### src/rtl/sr_ff_bank.sv
// Bank of WIDTH clocked SR flip-flops with a shared clock-enable.
// S=R=1 resolves per MODE; conflicts are flagged, made sticky and counted.
module sr_ff_bank #(
  parameter int WIDTH = 8,
  parameter int MODE = 0,
  parameter logic [WIDTH-1:0] INIT = '0,
  parameter int CNT_W = 8
) (
  input  logic             C,
  input  logic             RST,
  input  logic             EN,
  input  logic [WIDTH-1:0] S,
  input  logic [WIDTH-1:0] R,
  input  logic             CLR_ERR,
  output logic [WIDTH-1:0] Q,
  output logic [WIDTH-1:0] Qn,
  output logic             FORBID,
  output logic             FORBID_STK,
  output logic [CNT_W-1:0] FORBID_CNT
);

  if (MODE < 0 || MODE > 3) begin : g_bad_mode
    $error("sr_ff_bank: MODE must be 0..3");
  end

  localparam logic [CNT_W-1:0] CNT_MAX = '1;

  logic [WIDTH-1:0] r_q;
  logic             r_forbid;
  logic             r_stk;
  logic [CNT_W-1:0] r_cnt;

  logic [WIDTH-1:0] w_both;
  logic [WIDTH-1:0] w_set;
  logic [WIDTH-1:0] w_idle;
  logic [WIDTH-1:0] w_res;
  logic [WIDTH-1:0] w_q_nxt;
  logic             w_conf;
  logic             w_stk_nxt;
  logic [CNT_W-1:0] w_cnt_nxt;

  assign w_both = S & R;
  assign w_set  = S & ~R;
  assign w_idle = ~(S | R);
  assign w_conf = EN & (|w_both);

  // Value a colliding bit takes, chosen by the resolution mode
  always_comb begin
    w_res = r_q;
    case (MODE)
      1:       w_res = '1;
      2:       w_res = '0;
      3:       w_res = ~r_q;
      default: w_res = r_q;
    endcase
  end

  // Per-bit next state plus error flag/counter next values
  always_comb begin
    w_q_nxt   = (r_q & w_idle) | w_set | (w_res & w_both);
    w_stk_nxt = r_stk;
    w_cnt_nxt = r_cnt;
    if (w_conf) begin
      w_stk_nxt = 1'b1;
    end else if (CLR_ERR) begin
      w_stk_nxt = 1'b0;
    end
    if (CLR_ERR) begin
      w_cnt_nxt = {{(CNT_W-1){1'b0}}, w_conf};
    end else if (w_conf && r_cnt != CNT_MAX) begin
      w_cnt_nxt = r_cnt + 1'b1;
    end
  end

  // State register with synchronous reset taking priority over everything
  always_ff @(posedge C) begin
    if (RST) begin
      r_q      <= INIT;
      r_forbid <= 1'b0;
      r_stk    <= 1'b0;
      r_cnt    <= '0;
    end else begin
      if (EN) begin
        r_q <= w_q_nxt;
      end
      r_forbid <= w_conf;
      r_stk    <= w_stk_nxt;
      r_cnt    <= w_cnt_nxt;
    end
  end

  assign Q          = r_q;
  assign Qn         = ~r_q;
  assign FORBID     = r_forbid;
  assign FORBID_STK = r_stk;
  assign FORBID_CNT = r_cnt;

endmodule

### config.mk
export PLATFORM = sky130hd
export DESIGN_NAME = sr_ff_bank
export DESIGN_NICKNAME = d
export VERILOG_FILES = /design/src/rtl/sr_ff_bank.sv
export SDC_FILE = /design/constraint.sdc
export NUM_CORES = 1
export LEC_CHECK = 0
export ABC_AREA = 1
export CAP_MARGIN = 10
export CORE_MARGIN = 2
export CORE_UTILIZATION = 40
export CTS_CLUSTER_DIAMETER = 50
export CTS_CLUSTER_SIZE = 40
export DETAILED_ROUTE_END_ITERATION = 10
export PLACE_DENSITY = 0.85
export SYNTH_ARGS = -nofsm -noshare
export SYNTH_HDL_FRONTEND = slang
export SYNTH_SLANG_ARGS = --single-unit
### constraint.sdc
create_clock -name C -period 1.5 [get_ports C]
set_clock_uncertainty 0.1 [all_clocks]
set_input_delay 0.3 -clock C [delete_from_list [all_inputs] [get_ports C]]
set_output_delay 0.3 -clock C [all_outputs]
set_load 0.01 [all_outputs]
==> metrics.txt <==
area delta synth->final=63.0%; worst vdd ir=between 500 and 600 µV; Simple-Gate Fraction of Synth Area=0.318; drt wl/cell=about 12 µm; worst r2r src=FORBID_CNT[0]; post-synthesis cell type count=18; clock root cell=clkbuf_4; final std cells w/o fill=~230; fin crit period=about 1500 ps; Clock Tree Buf Depth=2; status=finished with violations; starting density of the core=0.429; Final Util=0.699; HP Class=register to register; WP buf/inv=2; CP Data Required Time=between 1500 and 2000 ps; CTS tree=done; cells after synthesis=141; NumNets Final=223; Syn Area/Cell=slightly below 7 µm²; slew margin rel.=0.821; Crit Path Class=register to register; syn nets=between 150 and 200; clock power share=0.294; Adder-Cell Fraction of Synth Area=0.0131; PD cells=~660 nW/µm²; Yosys Warn Count=0; Die H=52.9 µm; TritonRoute pass-1 iters=5; first-pass GRT wire length=4200 µm; cell chain of the critical path=ha_1 > nand2_2 > inv_2 > buf_4 > nand2_1 > nand2_1 > nand2_1 > nand3_1 > a21oi_1; Worst R2R Path Depth=9; Min Hold Slack=approximately 380 ps; dominant combinational cell family by area after synthesis=simple AND/OR/NAND/NOR gates; setup violators final=1; post-synthesis mux area share=0; Total Power=1.03 mW; Comb power frac=0.208; Placed Instances=~220; crit path launch=FORBID_CNT[0]; vias in the first global route=~1,000; total wire length=about 2700 µm; grt total ovfl=0; Compound-Gate Fraction of Synth Area=0.171; Post-Place Cell Area=approximately 1500 µm²; Slowest-stage cell, CP=dfxtp_4; CTS sink count=18; antenna violations before repair=0; via/cell ratio=between 5 and 6; DR iter-0 viols=45; Num CTS Buffers=3; Port Buf Inserts=45; WP data arrival=about 1600 ps; NetSw=approximately 270 µW; post-route cell area=1560 µm²; Max Clk Rate=663 MHz; fin. max-slew vios=0; layout cells sized above 1=0.184; #FFs+latches synth=18; antenna-violating nets left=0; hold path depth=2; Final Cycle Share=1.01; Die ar.=around 2800 µm²; pin count of the biggest net entering global routing=17; worst-path maximum fanout=5; Post-Synth XOR/XNOR Area=0.0366; clock transition at the registers of the reported paths=roughly 100 ps; delay-heaviest family, CP=flip-flops; Reg power frac=0.497; hold_sp=FORBID_STK; DPL Wire Length=about 2000 µm; failing checks=setup timing; max-cap viol count=0; Post-CTS Hold Buffers=0; Core Region=approximately 2200 µm²; element type at the critical path end=register; final hold vios=0; reg2reg setup slack=-9 ps; worst slew pin tran=268 ps; Tot GR Track Use=0.202; fraction of power spent switching nets=0.264; Worst Hold End=FORBID_STK; Post-route DRC=0; final setup margin=-8.95 ps; # rows=17; Die Wd=approximately 53 µm; Internal=between 700 and 800 µW; H-tree depth=1; worst-skew pair later-pin latency=about 300 ps; ant diodes=0; Ports=between 40 and 50; maximum single-stage delay on the critical path=about 370 ps; leakage=just over 0.7 nW; Via Count=approximately 1,200; crit-path most repeated cell=nand2_1; routability cong.=between 0.7 and 0.8; Reg2Reg Capture Point=FORBID_CNT[6]; Critical Path Source Type=register; sequential element share of the synthesized area=0.376; Synth Cell Area=approximately 960 µm²
==> worst reg2reg max path: stages, from the launching register on <==
cell and delay [ps]:
dfxtp_4 370, ha_1 230, nand2_2 90, inv_2 50
buf_4 130, nand2_1 60, nand2_1 50, nand2_1 70
nand3_1 90, a21oi_1 180
==> stage by stage <==
stage | setup TNS (ps) | setup WS (ps)
after CTS | 0 | 12.8
final | -8.95 | -8.95
after global placement | -1350 | -184
after detailed placement | -1730 | -216
after global routing | -80.0 | -66.3
after floorplan | 0 | 90.8
==> power by group through the flow <==
stage / clock network, mW / logic [mW] / registers (mW)
2_1_floorplan: 0 / 0.0759 / 0.530
3_3_place_gp: 0 / 0.226 / 0.522
3_5_place_dp: 0 / 0.230 / 0.524
4_1_cts: 0.309 / 0.211 / 0.514
5_1_grt: 0.332 / 0.236 / 0.517
6_report: 0.304 / 0.215 / 0.514
==> repair_timing <==
| action | CTS | global route |
|---|---|---|
| buffers inserted | 0 | 4 |
| setup endpoints to repair | 34 | 8 |
| gates resized for setup | 35 | 7 |
| pin swaps | 0 | 2 |
==> metal layers <==
metal  up-vias  track usage  routed length [µm]
met3         7       0.0480                 302
li1        573            -                   -
met4         0        0.103                  62
met1       511        0.214                1050
met2        60        0.367                1320
met5         -            0                   0
==> flip-flops by register name (all words and copies together), names as in the netlist <==
register    cells
FORBID_CNT      8
Q               8
FORBID          1
FORBID_STK      1
==> synthesized netlist by cell type <==
cell       n  area [µm²]
inv_2      1        3.75
nand4_1    1        6.26
nand3_4    2        35.0
buf_2      2        10.0
nor2_4     1        11.3
a21oi_2    1        8.76
dfxtp_1   18         360
nor2_1    13        48.8
inv_1     18        67.6
o21ai_1    2        10.0
nand3_1   10        50.1
nand3b_1   2        15.0
nand2_2    1        6.26
a21oi_1   15        75.1
ha_1       1        12.5
nand2_1   35         131
xor2_1     4        35.0
o21ai_0   14        70.1
==> area by class of cell <==
| class | instances | area (µm²) |
|---|---|---|
| Fill cell | 198 | 673 |
| Clock buffer | 4 | 36.3 |
| Timing Repair Buffer | 58 | 519 |
| Inverter | 19 | 71.3 |
| Tap cell | 28 | 35.0 |
| Multi-Input combinational cell | 102 | 523 |
| Sequential cell | 18 | 375 |
==> cell families (layout without fill, tap and decap cells) <==
logic type,after synthesis,count (layout)
DFF,18,18
xor gates and xnor gates,4,4
and+or+nand+nor,65,65
adders and majority gates,1,1
buffers and inverters,21,81
AOI/OAI and AO/OA,32,32
==> worst max path at each step <==
| stage | endpoint | slack, ps | cells after the start |
|---|---|---|---|
| after CTS | FORBID_CNT[7] | 10 | 7 |
| after global routing | FORBID_CNT[6] | -70 | 9 |
| after floorplan | FORBID_CNT[0] | 90 | 9 |
| after detailed placement | FORBID_CNT[7] | -220 | 8 |
| final | FORBID_CNT[6] | -9 | 9 |
| after global placement | FORBID_CNT[7] | -180 | 8 |
==> placed cells by master, fill, tap and decap left out, drive strengths merged, types with 4 or more instances in the layout <==
cell type and instances:
dlygate4sd2 26, buf 13, nor2 14, inv 19, clkbuf 4, o21ai 16, a21oi 16, xor2 4
nand2 36, nand3 12, clkdlybuf4s50 19, dfxtp 18
Power figures use the tool's default switching activity.
